`src/rtl/ni_flit_receiver.sv`:
```
// ni_flit_receiver: ejection-port receiver that checks heads and serialises flit payloads into 16-bit SRAM writes.
// Optional build macro NI_RX_ADDR_CHECK_EN: heads not addressed to LOCAL_ID are dropped up to their tail.
module ni_flit_receiver #(
    parameter int ADDR_W = 10,
    parameter logic [7:0] LOCAL_ID = 8'h00
) (
    input  logic              clk,
    input  logic              reset,
    input  logic [255:0]      flit_in,
    input  logic              flit_valid,
    output logic              flit_ready,
    input  logic [ADDR_W-1:0] base_addr,
    output logic              sram_we,
    output logic [ADDR_W-1:0] sram_addr,
    output logic [15:0]       sram_wdata,
    output logic              pkt_done,
    output logic              pkt_err,
    output logic [7:0]        pkt_src,
    output logic [7:0]        pkt_words
);
    typedef enum logic [2:0] {
        S_IDLE, S_WAIT, S_WRITE, S_DONE
`ifdef NI_RX_ADDR_CHECK_EN
        , S_DROP
`endif
    } state_t;
    state_t state, next, head_next;
    logic [7:0] n;
    logic [ADDR_W-1:0] base;
    logic [239:0] payload;
    logic [3:0] idx, last, k;
    logic [7:0] remain;
    logic tail_q, err_q, err_ev, accept, is_head, is_data, is_tail, is_inv;
    assign accept  = flit_valid && flit_ready;
    assign is_head = flit_in[255:254] == 2'b01;
    assign is_data = flit_in[255];
    assign is_tail = flit_in[255:254] == 2'b11;
    assign is_inv  = flit_in[255:254] == 2'b00;
    assign remain  = n - pkt_words;
    assign k       = remain > 8'd15 ? 4'd15 : remain[3:0];
`ifdef NI_RX_ADDR_CHECK_EN
    assign head_next = flit_in[245:238] == LOCAL_ID ? S_WAIT : S_DROP;
`else
    logic unused_dest;
    assign unused_dest = ^{flit_in[245:238], LOCAL_ID};
    assign head_next = S_WAIT;
`endif
    assign err_ev = accept && (state == S_IDLE ? !is_head : state == S_WAIT ? (is_head || is_inv) : is_tail);
    assign flit_ready = !reset && !(state == S_WRITE || state == S_DONE);
    assign sram_we    = state == S_WRITE;
    assign sram_addr  = base + ADDR_W'(pkt_words);
    assign sram_wdata = payload[{idx, 4'b0} +: 16];
    assign pkt_done   = state == S_DONE;
    assign pkt_err    = err_q || (pkt_done && pkt_words < n);
    // state register
    always_ff @(posedge clk) begin
        if (reset) state <= S_IDLE;
        else state <= next;
    end
    // next state: a data flit with nothing left to write skips WRITE entirely
    always_comb begin
        next = state;
        case (state)
            S_IDLE:  next = accept && is_head ? head_next : S_IDLE;
            S_WAIT:  if (accept) next = is_head ? head_next : !is_data ? S_WAIT : k != 4'd0 ? S_WRITE : is_tail ? S_DONE : S_WAIT;
            S_WRITE: if (idx == last) next = tail_q ? S_DONE : S_WAIT;
`ifdef NI_RX_ADDR_CHECK_EN
            S_DROP:  if (accept && is_tail) next = S_IDLE;
`endif
            default: next = S_IDLE;
        endcase
    end
    // packet context, payload buffer, word counters and the registered error pulse
    always_ff @(posedge clk) begin
        if (reset) begin
            n <= '0;
            base <= '0;
            payload <= '0;
            idx <= '0;
            last <= '0;
            tail_q <= 1'b0;
            err_q <= 1'b0;
            pkt_src <= '0;
            pkt_words <= '0;
        end else begin
            err_q <= err_ev;
            if (accept && is_head) begin
                pkt_src <= flit_in[253:246];
                n <= flit_in[237:230];
                base <= base_addr;
                pkt_words <= '0;
            end
            if (accept && is_data && state == S_WAIT) begin
                payload <= flit_in[239:0];
                idx <= '0;
                last <= k - 4'd1;
                tail_q <= is_tail;
            end
            if (state == S_WRITE) begin
                pkt_words <= pkt_words + 8'd1;
                idx <= idx + 4'd1;
            end
        end
    end
endmodule

```
`config.mk`:
```
export PLATFORM = sky130hd
export DESIGN_NAME = ni_flit_receiver
export DESIGN_NICKNAME = d
export VERILOG_FILES = /design/src/rtl/ni_flit_receiver.sv
export SDC_FILE = /design/constraint.sdc
export NUM_CORES = 1
export LEC_CHECK = 0
export ABC_AREA = 0
export CELL_PAD_IN_SITES_DETAIL_PLACEMENT = 0
export CELL_PAD_IN_SITES_GLOBAL_PLACEMENT = 1
export CORE_ASPECT_RATIO = 1.25
export CORE_UTILIZATION = 30
export DETAILED_ROUTE_END_ITERATION = 6
export DONT_BUFFER_PORTS = 1
export PLACE_DENSITY = 0.62
export SETUP_SLACK_MARGIN = 0.2
export SYNTH_ARGS = -nofsm -noshare
export SYNTH_HDL_FRONTEND = slang
export SYNTH_SLANG_ARGS = --single-unit
```
`constraint.sdc`:
```
create_clock -name clk -period 6 [get_ports clk]
set_input_delay 1.2 -clock clk [delete_from_list [all_inputs] [get_ports clk]]
set_output_delay 1.2 -clock clk [all_outputs]
set_load 0.1 [all_outputs]
```
# Word-level counts from Yosys, hierarchy flattened

Index checks and enable logic that the tools add are counted.

$lt $le $gt $ge: 2
Eq/ne operators: 8
Reductions and logical operators: 19
Add/sub/neg operators: 5
Div/mod/pow operators: 0
Bitwise gates (word level): 0
$mul: 0
Multiplexer cells: 16
Shift-type cells: 1

Operator list:

| operator                                             | count |
|---|---|
| indexed part select 240 x 9 -> 16 bit                | 1 |
| 2-to-1 mux 8 bit                                     | 2 |
| 2-to-1 mux 4 bit                                     | 3 |
| adder 10 x 8 -> 10 bit                               | 1 |
| 2-to-1 mux 2 bit                                     | 5 |
| case mux 3 bit (3 select lines)                      | 1 |
| adder 8 x 1 -> 8 bit (second input constant)         | 1 |
| > comparator 8 x 4 -> 1 bit (second input constant)  | 1 |
| < comparator 8 bit                                   | 1 |
| subtractor 8 bit                                     | 1 |
| logical AND 1 bit                                    | 7 |
| equality test 3 x 2 -> 1 bit (second input constant) | 2 |
| 2-to-1 mux 3 bit                                     | 2 |
| adder 4 x 1 -> 4 bit (second input constant)         | 1 |
| equality test 4 bit                                  | 1 |
| nonzero test 2 bit                                   | 2 |
| nonzero test 4 bit                                   | 1 |
| subtractor 4 x 1 -> 4 bit (second input constant)    | 1 |
| equality test 3 x 1 -> 1 bit (second input constant) | 1 |
| logical NOT 1 bit                                    | 3 |
| logical NOT 3 bit                                    | 1 |
| logical OR 1 bit                                     | 3 |
| 2-to-1 mux 1 bit                                     | 3 |
| equality test 2 x 1 -> 1 bit (second input constant) | 1 |
| other kinds (5)                                      | 5 |

Word-level logic and storage cells: 61
Input port bits: 269
Flip-flop bits (word level): 287
Output and inout bits: 46
Memories kept: 0
Memory bits (read-only): 0
Latch bits: 0
Bits in writable memories: 0

# Longest topological paths before layout

Word-level depth: 9
Mapped depth: 14
Mapped depth without buffers: 14

# Worst setup path after synthesis

No wires, ideal clock.

Kind: register to output
Start point: register pkt_words[0]
End point: output sram_addr[8]
Data arrival time: 3,962 ps
Cell stages (with the launch flop): 11
Buffers on the path: 0
Setup slack: 838 ps
Required time: 4,800 ps
Cells stage by stage: dfxtp_1 ha_1 inv_1 fa_1 nor2b_1 o21ai_0 nand2b_1 a21o_1 a21o_1 a31oi_1 xnor2_1

Cells in the longest elaborated chain, start to end: 1

Ends and longest elaborated chain:

| element                | RTL line | source |
|---|---|---|
| start, declared        | 19       | `output logic [7:0] pkt_words` |
| start signal, assigned | 100      | `pkt_words <= pkt_words + 8'd1;` |
| adder 10 x 8 -> 10 bit | 51       | `assign sram_addr = base + ADDR_W'(pkt_words);` |
| end, declared          | 14       | `output logic [ADDR_W-1:0] sram_addr,` |

No other way between the ends.

# Final worst setup path

Start point: register pkt_words[1]
End point: output pkt_err

Cells in the longest elaborated chain, start to end: 3

Ends and longest elaborated chain:

| element            | RTL line | source |
|---|---|---|
| < comparator 8 bit | 54       | `assign pkt_err = err_q \|\| (pkt_done && pkt_words < n);` |
| logical AND 1 bit  | 54       |  |
| logical OR 1 bit   | 54       |  |
| end, declared      | 17       | `output logic pkt_err,` |

No other way between the ends.

==> results.md <==
Outcome:
- The flow ran to the end, and the final reports show no timing, DRC or antenna violations.

Synth:
- The synthesized design contains about 290 register bits.
- By area the synthesized netlist is led by sky130_fd_sc_hd__dfxtp_1 (46%), sky130_fd_sc_hd__nand2_1 (17%), sky130_fd_sc_hd__mux4_2 (12%), sky130_fd_sc_hd__a21oi_1 (11%), sky130_fd_sc_hd__clkbuf_1 (2.4%).
- After synthesis, the netlist uses 44 different library cells.
- The count of mapped cells out of synthesis is roughly 1,500.
- The net count after synthesis is between 1,500 and 2,000.
- The per-instance average area after synthesis is 8.39 sq um.
- The leading register cell type out of synthesis is sky130_fd_sc_hd__dfxtp_1.
- The number of synthesis warnings is 0.
- The commonest cells after synthesis are sky130_fd_sc_hd__nand2_1 (559), sky130_fd_sc_hd__dfxtp_1 (286), sky130_fd_sc_hd__a21oi_1 (285).
- Of all flip-flops after synthesis, the portion carrying an async set or reset was 0%.
- After synthesis the cells add up to approximately 13,000 sq um.
- The share of the yosys chip area belonging to registers is between 40 and 50%.
- The count of flip-flops with a built-in enable after synthesis is 0.
- The fraction of post-synthesis cell area in the top cell type by area is between 40% and 50%.
- The most common cell in the synthesized netlist is sky130_fd_sc_hd__nand2_1.
- sky130_fd_sc_hd__dfxtp_1 takes more of the synthesized area than any other cell.

Placed design:
- The number of port buffers is 0.
- The post-detailed-placement half-perimeter wirelength is 28,800 um.
- The number of placed cells counting well taps is about 2,000.
- The final weighted congestion in routability-driven placement is 0.785.

Routing:
- The vias after detailed routing is 10,000.
- The count of nets left with antenna violations once routing finished came out at 0.
- The final layout contains routed wiring with a total length of about 41,000 um.
- The first TritonRoute pass finished after 5 iterations.
- Using the TritonRoute via totals, the vias-per-cell ratio works out to between 4 and 5.
- In the routed design, unresolved DRC markers number 0.
- The violation count after the first detailed-routing iteration is 606.
- The mean routed wirelength per cell is roughly 20 um.

STA:
- The relative slew slack is under 10%.
- The final count of hold timing violations is 0.
- Setup repair after global routing left no endpoint under its margin.
- Setup violations remaining at the end of the flow were counted as 0.
- The worst-margin pin slew is approximately 1.4 ns.
- Setup total negative slack on the finished layout was measured at 0 ns.
- The max-slew violation total from the final report is 0.
- Static timing analysis puts the maximum clock frequency at roughly 210 MHz.
- The fraction of the cycle the final worst path needs is about four fifths.
- The time the worst path needs with I/O delays and setup is ~4.8 ns.
- The maximum clock skew at final layout is roughly 0.0065 ns.

Worst hold path:
- The worst hold path terminates at payload[165].
- The worst hold path begins at payload[165].
- The count of cells along the worst hold path is 2.
- The class of the tightest hold or removal check is reg2reg.

Setup path:
- The element type at the critical path end is an output pin.
- The worst endpoint data arrival time is about 3.6 ns.
- The critical path is of the reg2out type.
- Counting cells, the worst reg-to-reg path comes to 13.
- For the worst setup path, the data required time is ~4.8 ns.
- Of all nets on the critical path, the largest fanout is 6.
- The capture point of the worst reg-to-reg path is state[1].
- STA classifies the critical path startpoint as a register.
- The origin of the critical flop-to-flop path is pkt_words[1].
- The internal reg-to-reg setup slack is between 2 and 3 ns.

Clock tree:
- The post-CTS clock slew at the launch and capture registers of the worst setup and hold paths is roughly 0.060 ns.
- The cell sitting at the root of the clock tree is a sky130_fd_sc_hd__clkbuf_16.
- The number of sinks on the clock net is about 290.
- The clock passes through at most 3 buffers.
- After clock tree synthesis, the setup repair step added 0 buffers.
- The latest clock arrival within the worst-skew pair is about 0.51 ns.
- For this design, the CTS-stage hold fixing added 0 buffers.
- The H-tree was split into 2 levels.
- TritonCTS built the clock tree.
- The total clock buffers created by CTS is 34.
- The count of cells resized by post-cts repair is 0.

Finish:
- In the final layout, the share of cells above drive strength 1 is between 10% and 20%.
- The area growth from synthesis to layout is 13.3%.
- After filler insertion, the fill cell instance count of the layout stands at 4,413.
- After the flow finishes, the layout carries non-filler instances totaling about 2,000.
- For this run, the post-layout net count is 1,731.
- Once layout is complete, the utilization of the core stands at around a third.

Power:
- The total chip power is between 4000 and 5000 uW.
- The power density over cell area is a little under 300 nW/um^2.
- The analysis attributes to cell leakage a power of approximately 0.0046 uW.
- The worst supply voltage drop on vdd is about 0.00014 V.

Global route:
- The initial antenna violation count came to 3.
- The global-route wire length before repair is between 60,000 and 70,000 um.
- Global routing finished with a remaining overflow of 0.
- Global routing used 19.0% of the available tracks.
- The maximum number of pins on one net before global-route repair is between 200 and 300.
- The via count of the first global-routing pass came to roughly 9,800.

Floorplanning:
- The placement row count is just over 80.
- The die height is between 200 and 250 um.
- For this configuration, the core starts out at a cell density of a little under a third.
- The boundary pin count is about 320.
- The die boundary width is ~180 um.
- The floorplan step defined a die boundary enclosing 42,600 sq um.
- The region available for standard cell placement spans just over 40,000 sq um.

Job:
- The tool flagged a number of max-cap violations equal to 0.
[through the flow]
stage               hold WS (ns)  area, sq um  setup slack, ns
CTS                        0.447        14200             1.16
detailed placement         0.439        13000             1.73
finish                     0.451        14200             1.21
floorplan                  0.433        12500            0.838
global route               0.467        14200             1.06
global placement           0.435        13000             1.73
[logic make-up after synthesis]
family / share of synthesized area [%]
xor gates and xnor gates: 1.33
DFF: 45.7
muxes: 12.8
AOI/OAI and AO/OA: 14.1
adders and majority gates: 2.32
buffers and inverters: 4.37
and+or+nand+nor: 19.4
[cell usage in the layout (no fill, tap or decap), types with 3 or more instances in the layout]
cell	Yosys	layout
sky130_fd_sc_hd__xnor2_1	13	9
sky130_fd_sc_hd__bufinv_16	0	3
sky130_fd_sc_hd__nand3_1	10	10
sky130_fd_sc_hd__and3_1	3	3
sky130_fd_sc_hd__a21o_1	5	5
sky130_fd_sc_hd__diode_2	0	3
sky130_fd_sc_hd__buf_4	0	22
sky130_fd_sc_hd__buf_12	0	3
sky130_fd_sc_hd__nand4_1	6	6
sky130_fd_sc_hd__nor2_1	13	11
sky130_fd_sc_hd__clkbuf_1	81	8
sky130_fd_sc_hd__nand2b_1	4	4
sky130_fd_sc_hd__mux2i_1	16	16
sky130_fd_sc_hd__clkinv_2	0	3
sky130_fd_sc_hd__a211oi_1	4	4
sky130_fd_sc_hd__dfxtp_1	286	284
sky130_fd_sc_hd__nor3_1	6	6
sky130_fd_sc_hd__xor2_2	0	4
sky130_fd_sc_hd__xnor2_2	0	4
sky130_fd_sc_hd__nand2_1	559	559
sky130_fd_sc_hd__inv_1	17	17
sky130_fd_sc_hd__clkbuf_16	0	35
sky130_fd_sc_hd__ha_1	20	20
sky130_fd_sc_hd__a21oi_1	285	285
sky130_fd_sc_hd__o21ai_0	25	25
sky130_fd_sc_hd__nor2b_1	5	5
sky130_fd_sc_hd__mux4_2	64	64
sky130_fd_sc_hd__a21oi_2	3	3
sky130_fd_sc_hd__clkbuf_8	0	8
[critical path, stage by stage, from the launching register on]
cell and delay [ns]:
sky130_fd_sc_hd__dfxtp_1 0.31, sky130_fd_sc_hd__buf_4 0.32, sky130_fd_sc_hd__inv_1 0.20, sky130_fd_sc_hd__fa_1 0.51
sky130_fd_sc_hd__a211oi_1 0.32, sky130_fd_sc_hd__o21bai_1 0.14, sky130_fd_sc_hd__a21oi_2 0.19, sky130_fd_sc_hd__nor2b_1 0.06
sky130_fd_sc_hd__o21a_1 0.16, sky130_fd_sc_hd__o221ai_1 0.24, sky130_fd_sc_hd__nand2b_1 0.62
[flip-flops by register name, summed over array words and instances, names as in the netlist]
signal and count:
err_q 1, idx 4, tail_q 1, base 10
state 2, last 4, payload 240, n 8
pkt_src 8, pkt_words 8
[layout make-up]
class	instances	area (sq um)	area share, %
Tap cell	552	691	4.87
Clock inverter	9	130	0.917
Multi-Input combinational cell	1076	6330	44.6
Inverter	17	63.8	0.450
Antenna cell	3	7.51	0.0529
Timing Repair Buffer	25	225	1.59
Sequential cell	286	5730	40.4
Clock buffer	51	1020	7.16
[where the power goes]
part	leakage [uW]	switching (uW)	internal [uW]
registers	0.00231	16.6	1910
clock network	0.000561	812	1300
logic	0.00169	71.1	37.8
[how the worst max path moves through the flow]
stage | startpoint | to
after floorplan | pkt_words[0] | sram_addr[8]
after global placement | pkt_words[1] | pkt_err
after detailed placement | pkt_words[1] | pkt_err
after CTS | pkt_words[1] | pkt_err
after global routing | pkt_words[1] | pkt_err
final | pkt_words[1] | pkt_err
[metal layers]
layer / up-vias / GRT usage (%) / share of wire, %
met5: - / 0 / 0
met4: 0 / 5.42 / 2.0
met3: 48 / 5.99 / 8.0
met2: 283 / 31.6 / 48
met1: 4770 / 23.5 / 42
li1: 4918 / - / -
Power figures use the tool's default switching activity.
==> variant 1 (same settings) <==
Reset style: asynchronous (`reset`), changed in 2 clocked blocks.
--- a/src/rtl/ni_flit_receiver.sv
+++ b/src/rtl/ni_flit_receiver.sv
@@ -53,7 +53,7 @@
     assign pkt_done   = state == S_DONE;
     assign pkt_err    = err_q || (pkt_done && pkt_words < n);
     // state register
-    always_ff @(posedge clk) begin
+    always_ff @(posedge clk or posedge reset) begin
         if (reset) state <= S_IDLE;
         else state <= next;
     end
@@ -71,7 +71,7 @@
         endcase
     end
     // packet context, payload buffer, word counters and the registered error pulse
-    always_ff @(posedge clk) begin
+    always_ff @(posedge clk or posedge reset) begin
         if (reset) begin
             n <= '0;
             base <= '0;
Behaviour: differs if reset is asserted again (counterexample within 4 cycles, from zero or initial values and one cycle with reset high); with reset held inactive, the same outputs for 4 cycles.
==> variant 1 against the unedited design <==
  * Hold slack better by 0.015 ns
  * Sequential cell count unchanged
  * Register-to-register slack worse by 0.19 ns
  * Routed wire length fell by 2.0%
  * Sequential share of layout area increased by 6.2 points
  * Global-route usage decreased by 1.1 points
  * Count of clock-buffer cells in the layout is 2 lower
  * Worst setup slack worse by 0.27 ns
  * Final area rose by 8.2%
  * Synthesized area is 7.9% higher
  * First-iteration DRC count is 17% lower
  * Non-clock buffer count up 1
  * Largest cell class is now flip-flops and latches
Power is not compared: it rests on default switching activity, and its combinational part moved more than twofold at a synthesized area within 25%.
==> variant 1: results (changes against the unedited design) <==
status: "completed"  # unchanged
grt_pass1_wl_um: 61100  # was 60400 µm
dp_cells: 1933  # was 1956
cts_max_level: 2  # unchanged
synth_common_cells: "761 x nand2_1, 286 x dfrtp_1, 64 x mux4_2, 59 x clkbuf_1, 30 x o21ai_0"  # was 559 x nand2_1, 286 x dfxtp_1, 285 x a21oi_1, 81 x clkbuf_1, 64 x mux4_2
dominantRegCellSynth: "dfrtp_1"  # was dfxtp_1
drtPass1Iterations: 5  # unchanged
root_buffer: "clkbuf_16"  # unchanged
cts_buffers: 34  # unchanged
r2r_cells: 12  # was 13
dp_slack_ns: 1.48  # was 1.73 ns
crit_arrival_ns: 3.86  # was 3.59 ns
relSlewSlack_pct: 25.9  # was 9.68%
post_cts_buffers: 0  # unchanged
clockBufferDepth: 3  # unchanged
num_vias: 9481  # was 10000
yosys_warnings: 0  # unchanged
ys_async_sr_fraction_pct: 100  # was 0%
synthTopCellsByArea: "dfrtp_1 53%, nand2_1 21%, mux4_2 11%"  # was dfxtp_1 46%, nand2_1 17%, mux4_2 12%
syn_inst: 1417  # was 1494
place.gp.congestion: 0.754  # was 0.785
instances_no_fill: 1993  # was 2019
grt_util_met3_pct: 6.14  # was 5.99%
globalRouteMet2Util_pct: 29.8  # was 31.6%
drt_iter0_markers: 504  # was 606
synth_cell_type_count: 56  # was 44
top_regs: "payload (240), base (10)"  # unchanged
cp_slowest_cell: "dfrtp_1"  # was nand2b_1
layout-drive-gt1-share_pct: 13.3  # was 11.1%
min_delay_path_depth: 2  # unchanged
grt_pass1_vias: 9929  # was 9816
path_clk_slew_ns: 0.06  # about the same
ys_seq_area_share_pct: 52.9  # was 45.7%
grtUsageTotal_pct: 18.0  # was 19.0%
wirelength_um: 40400  # was 41200 µm
power.leakage_uw: 0.00748
dp.final_hpwl_um: 29200  # was 28800 µm
clock-skew-final_ns: 0.0158  # was 0.00647 ns
syn-num-nets: 1708  # was 1785
cts_resized: 0  # unchanged
internal-power_uw: 5520
worstSkewPairLatency_ns: 0.53  # was 0.51 ns
grt_max_degree: 143  # was 284
hp-class: "reg2reg"  # unchanged
globalRouteMet1Util_pct: 21.6  # was 23.5%
crit_fanout: 5  # was 6
n_fill_cell: 4504  # was 4413
port_buffers: 0  # unchanged
critPathMaxStageDelay_ns: 0.99  # was 0.62 ns
worst_ir_drop_vdd_mv: 0.513
antenna_found_initial: 2  # was 3
[variant 1: changes by cell type after synthesis, sizes merged, moves of 4 or more]
cell and delta:
xnor2 -4, a21oi -278, clkbuf -22, o21ai +6, mux2 +26, buf -11, dfrtp +286, nand2 +202
dfxtp -286
[variant 1: cell type report]
cell class | count | area, µm² | area share, %
repair buffers | 26 | 270 | 1.76
flip-flops and latches | 286 | 7160 | 46.6
diodes | 3 | 7.51 | 0.0489
multi-input cells | 1030 | 6040 | 39.3
clock inverters | 8 | 128 | 0.831
clock buffers | 49 | 958 | 6.24
inverters | 19 | 75.1 | 0.489
well taps | 572 | 716 | 4.66
[variant 1: routing by layer]
metal | up-vias | wire length (µm)
li1 | 4566 | -
met5 | - | 0
met3 | 53 | 3410
met1 | 4609 | 16200
met4 | 0 | 1030
met2 | 253 | 19800
[variant 1: path summary, 6_finish.rpt]
check                             start            to  slack [ns]
max                        pkt_words[4]       pkt_err        0.94
min                        payload[172]  payload[172]        0.47
max reg2reg                pkt_words[5]      state[0]        2.33
min reg2reg                payload[172]  payload[172]        0.47
max in group asynchronous         reset        idx[1]        4.31
min in group asynchronous         reset        tail_q        0.56
[variant 1: kinds of logic (layout without fill, tap and decap cells)]
logic type / after synthesis / in the layout / share of synthesized area, %
multiplexers: 107 / 107 / 14.1
flip-flops: 286 / 286 / 52.9
other: 0 / 3 / 0
XOR/XNOR: 17 / 17 / 1.10
AND/OR/NAND/NOR: 818 / 818 / 23.5
adder cells (fa/ha/maj): 22 / 22 / 2.15
buffers and inverters: 101 / 102 / 2.93
AO/OA/AOI/OAI: 66 / 66 / 3.23
[variant 1: stage by stage]
| step | hold WS, ns | area, µm² | total power, µW |
|---|---|---|---|
| 6_report | 0.466 | 15400 | 10300 |
| 5_1_grt | 0.482 | 15400 | 11000 |
| 4_1_cts | 0.471 | 15400 | 10500 |
| 3_5_place_dp | 0.456 | 14300 | 8370 |
| 3_3_place_gp | 0.453 | 14300 | 8300 |
| 2_1_floorplan | 0.440 | 13500 | 7170 |
[variant 1: power by group through the flow]
stage | sequential [µW] | clock [µW] | combinational (µW)
after floorplan | 3460 | 0 | 3720
after global placement | 3640 | 0 | 4650
after detailed placement | 3670 | 0 | 4700
after CTS | 3650 | 2120 | 4710
after global routing | 3770 | 2200 | 5000
final | 3640 | 2050 | 4610
[variant 1: worst max-delay path, delay by kind of cell, from the launching register on]
family	cells	cell delay, ns
buffers and inverters	1	0.21
flip-flops	1	0.99
AO/OA/AOI/OAI	4	0.77
AND/OR/NAND/NOR	2	0.94
adder cells (fa/ha/maj)	1	0.43
==> variant 2 (same flow settings) <==
Made on the original files. Change the parameter `ADDR_W` from 10 to 9.
--- a/src/rtl/ni_flit_receiver.sv
+++ b/src/rtl/ni_flit_receiver.sv
@@ -1,7 +1,7 @@
 // ni_flit_receiver: ejection-port receiver that checks heads and serialises flit payloads into 16-bit SRAM writes.
 // Optional build macro NI_RX_ADDR_CHECK_EN: heads not addressed to LOCAL_ID are dropped up to their tail.
 module ni_flit_receiver #(
-    parameter int ADDR_W = 10,
+    parameter int ADDR_W = 9,
     parameter logic [7:0] LOCAL_ID = 8'h00
 ) (
     input  logic              clk,
Interface: changed (resized base_addr and sram_addr); port bits go from 315 to 313. No check against the original RTL was run, so the function may have changed too.
==> variant 2 against the unedited design <==
  * Non-clock buffer count up 1
  * Combinational power is 5% lower
  * Maximum frequency rose by 6.2%
  * Synthesized area is 0.80% higher
  * Clock power down 3%
  * Register-to-register slack improved by 0.12 ns
  * Worst setup slack improved by 0.28 ns
  * Sequential cell count down 1
  * Final area decreased by 0.11%
  * Routed wire length grew 0.95%
  * Die area increased by 0.79%
  * Power fell by 1.9%
==> variant 2: results (changes against the unedited design) <==
status: "completed"  # unchanged
root_buffer: "clkbuf_16"  # unchanged
clock-skew-final_ns: 0.0147  # was 0.00647 ns
worstSkewPairLatency_ns: 0.53  # was 0.51 ns
relSlewSlack_pct: 24.0  # was 9.68%
cp_slowest_cell: "dfxtp_4"  # was nand2b_1
drtPass1Iterations: 5  # unchanged
dp.final_hpwl_um: 29200  # was 28800 µm
synth_xor_area_share_pct: 1.11  # was 1.33%
non_clock_buffer_count: 26  # was 25
num-multi-input-gates: 1087  # was 1076
nClkBuffers: 52  # was 51
grt_pass1_wl_um: 60900  # was 60400 µm
viasPerCell: 4.98  # was 4.96
yosys_warnings: 0  # unchanged
drt_iter0_markers: 602  # was 606
critPathMaxStageDelay_ns: 0.81  # was 0.62 ns
buffer_area_share_pct: 1.64  # was 1.59%
clockBufferDepth: 3  # unchanged
cts_max_level: 2  # unchanged
sh_seq_area_pct: 40.3  # was 40.4%
synth_top_family_by_area: "simple AND/OR/NAND/NOR gates"  # unchanged
nets: 1739  # was 1731
power.leakage_uw: 0.00446  # was 0.00456 µW
crit_fanout: 36  # was 6
hp-start: "payload[110]"  # was payload[165]
layout-drive-gt1-share_pct: 11.4  # was 11.1%
clk_share_pct: 7.81  # was 8.08%
grtUsageTotal_pct: 19.2  # was 19.0%
syn-num-nets: 1793  # was 1785
path_delay_family: "multiplexers"  # was compound AO/OA/AOI/OAI gates
synthTopCellsByArea: "dfxtp_1 45%, nand2_1 17%, mux4_2 11%"  # was dfxtp_1 46%, nand2_1 17%, mux4_2 12%
synth_cell_type_count: 49  # was 44
yosys_register_bits: 285  # was 286
antenna_found_initial: 6  # was 3
num-nonclk-inverters: 14  # was 17
wirelength_um: 41600  # was 41200 µm
rrSetupSlack_ns: 2.64  # was 2.52 ns
synth_common_cells: "558 x nand2_1, 285 x dfxtp_1, 280 x a21oi_1, 64 x mux4_2, 58 x buf_2"  # was 559 x nand2_1, 286 x dfxtp_1, 285 x a21oi_1, 81 x clkbuf_1, 64 x mux4_2
synth-compound-area-share_pct: 14.0  # was 14.1%
worst_ir_drop_vdd_mv: 0.179  # was 0.144 mV
grt_pass1_vias: 9811  # was 9816
synth_adder_area_share_pct: 2.30  # was 2.32%
cts_resized: 0  # unchanged
place.gp.congestion: 0.788  # was 0.785
avgSynthCellArea_um2: 8.40  # was 8.39 µm²
wl_per_cell_um: 20.5  # was 20.4 µm
top_regs: "payload (240), base (9)"  # was payload (240), base (10)
multi_input_area_share_pct: 45.0  # was 44.6%
ys_seq_area_share_pct: 45.2  # was 45.7%
crit_arrival_ns: 3.31  # was 3.59 ns
startpoint: "idx[0]"  # was pkt_words[1]
cts_buffers: 35  # was 34
ys_async_sr_fraction_pct: 0  # unchanged
grt_max_degree: 286  # was 284
n_fill_cell: 4461  # was 4413
muxShareOfSynthArea_pct: 12.7  # was 12.8%
rr_startpoint: "pkt_words[7]"  # was pkt_words[1]
-- variant 2: metrics by stage --
| stage | hold slack, ns | setup WS, ns | total power [µW] | instance area, µm² |
|---|---|---|---|---|
| 6_report | 0.451 | 1.49 | 4070 | 14200 |
| 2_1_floorplan | 0.433 | 0.808 | 2070 | 12600 |
| 3_5_place_dp | 0.441 | 1.93 | 2070 | 13100 |
| 3_3_place_gp | 0.435 | 1.92 | 2060 | 13100 |
| 5_1_grt | 0.462 | 1.27 | 4230 | 14200 |
| 4_1_cts | 0.449 | 1.35 | 4140 | 14200 |
-- variant 2: worst paths after layout --
check | end | depth (start not counted)
min reg2reg | payload[110] | 2
min | payload[110] | 2
max reg2reg | state[1] | 10
max | sram_wdata[4] | 3
-- variant 2: logic make-up (layout without fill, tap and decap cells) --
group                    Yosys count  in the layout
other                              0              3
AND/OR/NAND/NOR                  635            635
adder cells (fa/ha/maj)           22             22
AO/OA/AOI/OAI                    334            334
flip-flops                       285            285
XOR/XNOR                          16             16
buffers and inverters            131            103
multiplexers                      80             80
-- variant 2: power by group --
part           internal, µW  switching [µW]  total (µW)
Clock                  1200             847        2040
Combinational          36.4            67.7         104
Sequential             1900            16.5        1920
-- variant 2: worst register-to-register path, cell delays in order (launching register included) --
cell and delay (ns):
dfxtp_1 1.06, inv_1 0.16, ha_1 0.40, nor4_2 0.31, o22ai_2 0.15, or2_1 0.26, nor2_1 0.10, ha_1 0.19
nand2_1 0.09, nor4_1 0.37, o211ai_1 0.12
-- variant 2: routing by layer --
| layer | vias up | routed length (µm) | track usage, % |
|---|---|---|---|
| met5 | - | 35 | 0 |
| met4 | 6 | 989 | 6.15 |
| met3 | 57 | 3360 | 6.16 |
| met2 | 291 | 20200 | 32.5 |
| met1 | 4800 | 17100 | 22.8 |
| li1 | 4964 | - | - |
